File: src/rtl/uart_rx.sv
// UART receiver: 16x oversampled start/data/parity/stop framing with a
// one-word holding register, valid/ready handoff and sticky overrun flag.
module uart_rx #(
   parameter int DATA_BITS  = 8,
   parameter int PARITY_EN  = 0,
   parameter int PARITY_ODD = 0,
   parameter int STOP_BITS  = 1
) (
   input  logic       clk,
   input  logic       rst,
   input  logic       sample_tick,
   input  logic       rxd,
   output logic [7:0] rx_data,
   output logic       rx_valid,
   input  logic       rx_ready,
   output logic       parity_err,
   output logic       frame_err,
   output logic       overrun_err,
   input  logic       err_clr,
   output logic       busy
);

   // state  | meaning
   // IDLE   | line idle, waiting for a low sample on a tick
   // START  | start bit seen, confirming it at mid-bit
   // DATA   | shifting in DATA_BITS data bits, LSB first
   // PARITY | sampling the parity bit
   // STOP   | sampling STOP_BITS stop bits; frame completes on the last one
   typedef enum logic [2:0] {IDLE, START, DATA, PARITY, STOP} state_t;

   localparam logic [2:0] LAST_DATA = 3'(DATA_BITS - 1);
   localparam logic [2:0] LAST_STOP = 3'(STOP_BITS - 1);
   localparam logic       PAR_ODD   = (PARITY_ODD != 0);
   localparam logic       PAR_EN    = (PARITY_EN != 0);

   state_t     state;
   logic [3:0] tick_cnt;
   logic [2:0] bit_cnt;
   logic       rxd_meta;
   logic       rxd_s;
   logic [7:0] shift_reg;
   logic       par_err_acc;
   logic       frm_err_acc;
   logic       bit_tick;
   logic       frame_done;
   logic       frame_ferr;

   assign bit_tick   = sample_tick && (tick_cnt == 4'd15);
   assign frame_done = (state == STOP) && bit_tick && (bit_cnt == LAST_STOP);
   assign frame_ferr = frm_err_acc | ~rxd_s;
   assign busy       = (state != IDLE);

   always_ff @(posedge clk) begin
      if (rst) begin
         rxd_meta <= 1'b1;
         rxd_s    <= 1'b1;
      end else begin
         rxd_meta <= rxd;
         rxd_s    <= rxd_meta;
      end
   end

   always_ff @(posedge clk) begin
      if (rst) begin
         state       <= IDLE;
         tick_cnt    <= 4'd0;
         bit_cnt     <= 3'd0;
         shift_reg   <= 8'd0;
         par_err_acc <= 1'b0;
         frm_err_acc <= 1'b0;
      end else if (sample_tick) begin
         case (state)
            IDLE: begin
               if (!rxd_s) begin
                  state    <= START;
                  tick_cnt <= 4'd0;
               end
            end
            START: begin
               if (tick_cnt == 4'd7) begin
                  tick_cnt <= 4'd0;
                  bit_cnt  <= 3'd0;
                  if (!rxd_s) begin
                     state       <= DATA;
                     shift_reg   <= 8'd0;
                     par_err_acc <= 1'b0;
                     frm_err_acc <= 1'b0;
                  end else begin
                     state <= IDLE;
                  end
               end else begin
                  tick_cnt <= tick_cnt + 4'd1;
               end
            end
            DATA: begin
               tick_cnt <= tick_cnt + 4'd1;
               if (tick_cnt == 4'd15) begin
                  shift_reg[bit_cnt] <= rxd_s;
                  if (bit_cnt == LAST_DATA) begin
                     bit_cnt <= 3'd0;
                     state   <= PAR_EN ? PARITY : STOP;
                  end else begin
                     bit_cnt <= bit_cnt + 3'd1;
                  end
               end
            end
            PARITY: begin
               tick_cnt <= tick_cnt + 4'd1;
               if (tick_cnt == 4'd15) begin
                  // upper unused bits of shift_reg are zero, so they do not disturb the XOR
                  par_err_acc <= ((^shift_reg) ^ rxd_s) != PAR_ODD;
                  state       <= STOP;
               end
            end
            STOP: begin
               tick_cnt <= tick_cnt + 4'd1;
               if (tick_cnt == 4'd15) begin
                  if (!rxd_s) frm_err_acc <= 1'b1;
                  if (bit_cnt == LAST_STOP) begin
                     bit_cnt <= 3'd0;
                     state   <= IDLE;
                  end else begin
                     bit_cnt <= bit_cnt + 3'd1;
                  end
               end
            end
            default: state <= IDLE;
         endcase
      end
   end

   always_ff @(posedge clk) begin
      if (rst) begin
         rx_data     <= 8'd0;
         rx_valid    <= 1'b0;
         parity_err  <= 1'b0;
         frame_err   <= 1'b0;
         overrun_err <= 1'b0;
      end else begin
         // a new overrun wins over a simultaneous clear
         if (frame_done && rx_valid && !rx_ready) overrun_err <= 1'b1;
         else if (err_clr)                        overrun_err <= 1'b0;

         if (frame_done && (!rx_valid || rx_ready)) begin
            rx_data    <= shift_reg;
            parity_err <= par_err_acc;
            frame_err  <= frame_ferr;
            rx_valid   <= 1'b1;
         end else if (rx_valid && rx_ready) begin
            rx_valid <= 1'b0;
         end
      end
   end

endmodule

File: config.mk
export PLATFORM = sky130hd
export DESIGN_NAME = uart_rx
export DESIGN_NICKNAME = d
export VERILOG_FILES = /design/src/rtl/uart_rx.sv
export SDC_FILE = /design/constraint.sdc
export NUM_CORES = 1
export LEC_CHECK = 0
export ABC_CLOCK_PERIOD_IN_PS = 2110
export CORE_MARGIN = 2
export CORE_UTILIZATION = 50
export DETAILED_ROUTE_END_ITERATION = 7
export HOLD_SLACK_MARGIN = 0.1
export PLACE_DENSITY = 0.75
export SYNTH_ARGS = -nofsm -noshare
export SYNTH_HDL_FRONTEND = slang
export SYNTH_SLANG_ARGS = --single-unit
File: constraint.sdc
create_clock -name clk -period 2.11 [get_ports clk]
set_clock_uncertainty 0.2 [all_clocks]
set_input_delay 0.422 -clock clk [delete_from_list [all_inputs] [get_ports clk]]
set_output_delay 0.422 -clock clk [all_outputs]
set_load 0.05 [all_outputs]
==> results of run 1 <==
-- through the flow --
stage,setup slack (ns),hold slack (ns),cells
finish,0.08559,0.2320,289
floorplan,0.1377,0.1895,215
CTS,0.004073,0.2371,289
global placement,-0.04803,0.1943,283
detailed placement,-0.07986,0.2119,283
global route,-0.00001543,0.2454,289
-- path summary, 6_finish.rpt --
check	startpoint	endpoint	slack [ns]	cells after the start
max	state[0]$_SDFFE_PP0P_	busy	0.09	4
min	rxd_meta$_SDFF_PP1_	rxd_s$_SDFF_PP1_	0.23	1
max reg2reg	bit_cnt[0]$_SDFFE_PP0P_	state[0]$_SDFFE_PP0P_	0.14	7
min reg2reg	rxd_meta$_SDFF_PP1_	rxd_s$_SDFF_PP1_	0.23	1
-- final cells by class --
type / count / area share [%]
timing repair buffer: 37 / 15.52
clock buffer: 6 / 2.400
sequential: 34 / 31.97
multi-input combinational: 160 / 46.37
inverter: 6 / 1.054
tap: 46 / 2.693
-- metal layers --
metal	GRT usage (%)	up-vias
met5	0	-
met4	11.41	0
met3	3.929	7
met2	35.13	55
met1	27.62	717
li1	-	813
-- cell families after synthesis --
kind of cell	after synthesis
AND/OR/NAND/NOR	81
XOR/XNOR	10
flip-flops	34
AO/OA/AOI/OAI	51
buffers and inverters	21
adder cells (fa/ha/maj)	4
multiplexers	14
-- where the power goes --
group | total (mW) | internal (mW) | switching (mW)
logic | 0.0735 | 0.0335 | 0.0399
clock network | 0.346 | 0.150 | 0.196
registers | 0.651 | 0.645 | 0.00596
-- layout by cell type (no fill, tap or decap), types with 5 or more instances in the layout --
cell | netlist | layout
dfxtp_1 | 34 | 32
nor2_1 | 28 | 28
buf_4 | 1 | 25
a21oi_1 | 19 | 19
mux2i_1 | 14 | 14
nand2_1 | 12 | 12
xnor2_1 | 9 | 9
o21ai_1 | 9 | 9
nand3_1 | 8 | 8
inv_1 | 6 | 6
o21ai_0 | 6 | 6
nand2b_1 | 5 | 5
clkbuf_4 | 0 | 5
clkdlybuf4s50_1 | 0 | 5
dlymetal6s2s_1 | 0 | 5
-- worst max-delay path, cell delays in order (launching register included) --
cell and delay, ns:
dfxtp_2 0.37, buf_4 0.17, inv_1 0.17, nand2_1 0.17, buf_12 0.19
-- timing repair --
item                       in CTS  in global routing
resized for setup               0                  8
hold endpoints to repair        0                  0
setup endpoints to repair       0                  7
==> results_dict.tcl, run 1 <==
set metrics [dict create \
    ant_nets 0 \
    wl_met3_um 221 \
    p_per_area_nw_per_um2 500.9 \
    vias_per_cell 5.509 \
    grt_pass1_wl_mm 6.886 \
    cts_root_buffer "clkbuf_4" \
    yosys_warnings 0 \
    outcome "finished clean" \
    rows 21 \
    yosysTopAreaCell "dfxtp_1" \
    post_cts_buffers 0 \
    die_h_um 63.44 \
    clk_latency_ns 0.33 \
    wire_per_inst_um 13.15 \
    cts_tree "yes" \
    antenna_found_initial 0 \
    seq_area_sq_um 683.2 \
    crit_required_ns 1.49 \
    worstSetupPathType "reg2out" \
    hpwl_mm 2.714 \
    fin_area_sq_um 2137 \
    synth_top_family_by_area "simple AND/OR/NAND/NOR gates" \
    setup_violations 0 \
    synth_top_area_share_pct 38.53 \
    met2_length_mm 1.748 \
    ios 19 \
    die-area_sq_um 4025 \
    p_leak_nw 0.8875 \
    tns_ns 0 \
    yosysMostFrequentCell "dfxtp_1" \
    synth-seq-cells 34 \
    grt_pass1_vias 1546 \
    min_path_type "reg2reg" \
    synthCells 215 \
    cap_viol_max_count 0 \
    ys.flop_type "dfxtp_1" \
    max-slew-margin-rel_pct 66.82 \
    routed_wirelength_mm 3.801 \
    drive_above_1_share_pct 16.46 \
    clock_path_buffers 2 \
    yosys.area_share.simple_pct 23.30 \
    nets 254 \
    finalCritPeriodShare_pct 95.94 \
    tightest_slew_ns 0.4969 \
    start_kind "flop" \
    cts.sinks 34 \
    synthToLayoutAreaGrowth_pct 20.96 \
    route.detailed.drc 0 \
    wl_met1_mm 1.747 \
    gp_congestion 0.8138 \
    vdd_drop_max_mv 0.4026 \
    synth-edff-count 0 \
    start_util_pct 52.53 \
    synth_nets 225 \
    total_power_mw 1.070 \
    seq_area_frac_synth_pct 38.53 \
    clk_pin_slew_ns 0.09 \
    max_freq_ghz 0.4940 \
    arrival_ns 1.40 \
    synth_compound_area_share_pct 17.07 \
    period_needed_ns 2.024 \
    first_iter_violations 77 \
    slew_violations 0 \
    synthMuxAreaShare_pct 7.932 \
    port_buffers 18 \
    synth_xor_xnor_area_share_pct 4.958 \
    vias 1592 \
    placed_cell_area_sq_um 2067 \
    ys_types 41 \
    end_kind "output pin" \
    overflow 0 \
    grt_usage_pct 21.78 \
    fill_cells 324 \
    hold_viol 0 \
    grt_max_degree 17 \
    syn-cell-area_sq_um 1767 \
    core_sq_um 3363 \
    worstPathMaxFanout 8 \
    drtPass1Iterations 4 \
    final_core_util_pct 63.54 \
    ctsHtreeMaxLevel 2 \
    synthTopCellsByArea "dfxtp_1, mux2i_1, nor2_1, a21oi_1, xnor2_1" \
    top_layer_used "met4" \
    ys_top_cells_by_count "dfxtp_1, nor2_1, a21oi_1" \
    synth.avg_cell_area_sq_um 8.217 \
    cts_inserted_buffers 5 \
    holdBufCountCts 0 \
    fp.dieW_um 63.44 \
    synth_fa_ha_area_share_pct 2.833 \
    diodes 0 \
    synthArstFlopShare_pct 0 \
    multi_input_area_sq_um 991.0 \
]
No activity file was read; power rests on OpenSTA's default activity.
==> run 2, diff against run 1 <==
==> config.mk (replaced) <==
export PLATFORM = sky130hd
export DESIGN_NAME = uart_rx
export DESIGN_NICKNAME = d
export VERILOG_FILES = /design/src/rtl/uart_rx.sv
export SDC_FILE = /design/constraint.sdc
export NUM_CORES = 1
export LEC_CHECK = 0
export ABC_AREA = 1
export ABC_CLOCK_PERIOD_IN_PS = 2110
export CORE_MARGIN = 4
export CORE_UTILIZATION = 51
export DETAILED_ROUTE_END_ITERATION = 7
export HOLD_SLACK_MARGIN = 0.1
export PLACE_DENSITY = 0.76
export SYNTH_ARGS = -nofsm -noshare
export SYNTH_HDL_FRONTEND = slang
export SYNTH_SLANG_ARGS = --single-unit
==> results_dict.tcl, run 2 <==
set metrics [dict create \
    outcome "finished clean" \
    crit_required_ns 1.49 \
    cts_tree "yes" \
    final_cell_mix "nand2_1, nor2_1, dfxtp_1, inv_1, nand3_1" \
    cp_num_buf_inv 1 \
    min_path_type "reg2reg" \
    vias_per_cell 5.053 \
    synth-seq-cells 34 \
    cts.sinks 34 \
    overflow 0 \
    clk_latency_ns 0.28 \
    vdd_drop_max_mv 0.5204 \
    grt_usage_pct 18.40 \
    routed_wirelength_mm 3.798 \
    clock_path_buffers 2 \
    grt_pass1_vias 1536 \
    synth_top_area_share_pct 36.00 \
    antenna_found_initial 0 \
    slowest_delay_ns 0.81 \
    gp_congestion 0.9339 \
    start_kind "flop" \
    vias 1799 \
    p_per_area_nw_per_um2 910.5 \
    drtPass1Iterations 4 \
    hold_viol 0 \
    cap_viol_max_count 0 \
    start_util_pct 54.51 \
    hpwl_mm 2.966 \
    max-slew-margin-rel_pct 66.07 \
    arrival_ns 1.43 \
    ant_nets 0 \
    port_buffers 18 \
    ys_types 25 \
    slew_violations 0 \
    grt_pass1_wl_mm 6.513 \
    die_h_um 68.89 \
    ctsHtreeMaxLevel 2 \
    finalCritPeriodShare_pct 97.19 \
    die-area_sq_um 4745 \
    clk_pin_slew_ns 0.07 \
    worst_path_dominant_cell_family "buffers and inverters" \
    crit_chain "clkdlybuf4s50_1" \
    synth-edff-count 0 \
    synthTopCellsByArea "dfxtp_1, nand2_1, nand3_1, a21oi_1, nor2_1" \
    tns_ns 0 \
    holdBufCountCts 0 \
    fill_cells 338 \
    placed_cell_area_sq_um 2141 \
    synthArstFlopShare_pct 0 \
    synthToLayoutAreaGrowth_pct 17.67 \
    syn-cell-area_sq_um 1891 \
    multi_input_area_sq_um 1044 \
    yosys_warnings 0 \
    worstPathMaxFanout 2 \
    yosysTopAreaCell "dfxtp_1" \
    rsz0062_at_grt "no" \
    fin_area_sq_um 2225 \
    diodes 0 \
    p_leak_nw 0.9822 \
    ios 19 \
    core_sq_um 3468 \
    drive_above_1_share_pct 10.00 \
    ys_top_cells_by_count "nand2_1, nor2_1, dfxtp_1" \
    synth.avg_cell_area_sq_um 6.610 \
    cts_inserted_buffers 5 \
    wire_per_inst_um 10.67 \
    ys.flop_type "dfxtp_1" \
    rows 21 \
    seq_area_sq_um 680.7 \
    period_needed_ns 2.051 \
    fp.dieW_um 68.89 \
    cts_root_buffer "clkbuf_8" \
    max_freq_ghz 0.4876 \
    tightest_slew_ns 0.5070 \
    total_power_mw 2.026 \
    synthCells 286 \
    seq_area_frac_synth_pct 36.00 \
    worstSetupPathType "reg2out" \
    crit_slowest_cell "clkdlybuf4s50_1" \
    end_kind "output pin" \
    grt_max_degree 19 \
    route.detailed.drc 0 \
    final_common_cell "nand2_1" \
    setup_violations 0 \
    first_iter_violations 94 \
    yosysMostFrequentCell "nand2_1" \
    synth_nets 296 \
    nets 320 \
]
## run 2: metrics by stage
stage | utilization (%) | worst slack (ns) | hold slack (ns) | std cells
5_1_grt | 64.14 | 0.005241 | 0.2191 | 356
2_1_floorplan | - | 0.4220 | 0.1895 | 286
6_report | 64.14 | 0.05924 | 0.2107 | 356
3_3_place_gp | 61.72 | 0.08655 | 0.1956 | 349
3_5_place_dp | 61.72 | 0.04231 | 0.1975 | 349
4_1_cts | 64.00 | 0.03689 | 0.2130 | 356
## run 2: timing repair
action / CTS / global route
setup endpoints to repair: 0 / 2
gates resized for setup: 0 / 2
buffers inserted: 0 / 0
## run 2: final timing paths
path,startpoint,to,slack (ns),cells past startpoint
max,frame_err$_SDFFE_PP0P_,frame_err,0.06,1
max reg2reg,tick_cnt[0]$_SDFFE_PP0P_,state[0]$_SDFFE_PP0P_,0.23,10
min,rxd_meta$_SDFF_PP1_,rxd_s$_SDFF_PP1_,0.21,1
min reg2reg,rxd_meta$_SDFF_PP1_,rxd_s$_SDFF_PP1_,0.21,1
## run 2: layout make-up
cell class	instances	area share, %
Clock inverter	2	0.4499
Inverter	35	5.906
Timing Repair Buffer	22	10.46
Tap cell	46	2.587
Multi-Input combinational cell	212	46.91
Clock buffer	5	3.093
Sequential cell	34	30.60
## run 2: per-layer routing
layer / GRT usage (%) / vias to the layer above / wire length (um)
met5: 0 / - / 0
met4: 5.839 / 0 / 46
met3: 4.862 / 4 / 167
met2: 31.67 / 30 / 1766
met1: 22.19 / 794 / 1818
li1: - / 971 / -
## run 2: cell families (layout without fill, tap and decap cells)
| logic type | Yosys count | in the layout | synth area share (%) |
|---|---|---|---|
| flops | 34 | 34 | 36.00 |
| compound gates | 43 | 43 | 11.85 |
| fa+ha+maj | 4 | 4 | 2.647 |
| xor+xnor | 2 | 2 | 0.9267 |
| buf+inv | 40 | 64 | 8.802 |
| simple gates | 163 | 163 | 39.77 |
## run 2: report_power, final
group / total, mW / internal, mW / switching [mW]
sequential: 0.774 / 0.693 / 0.0807
combinational: 0.811 / 0.279 / 0.532
clock: 0.440 / 0.221 / 0.219
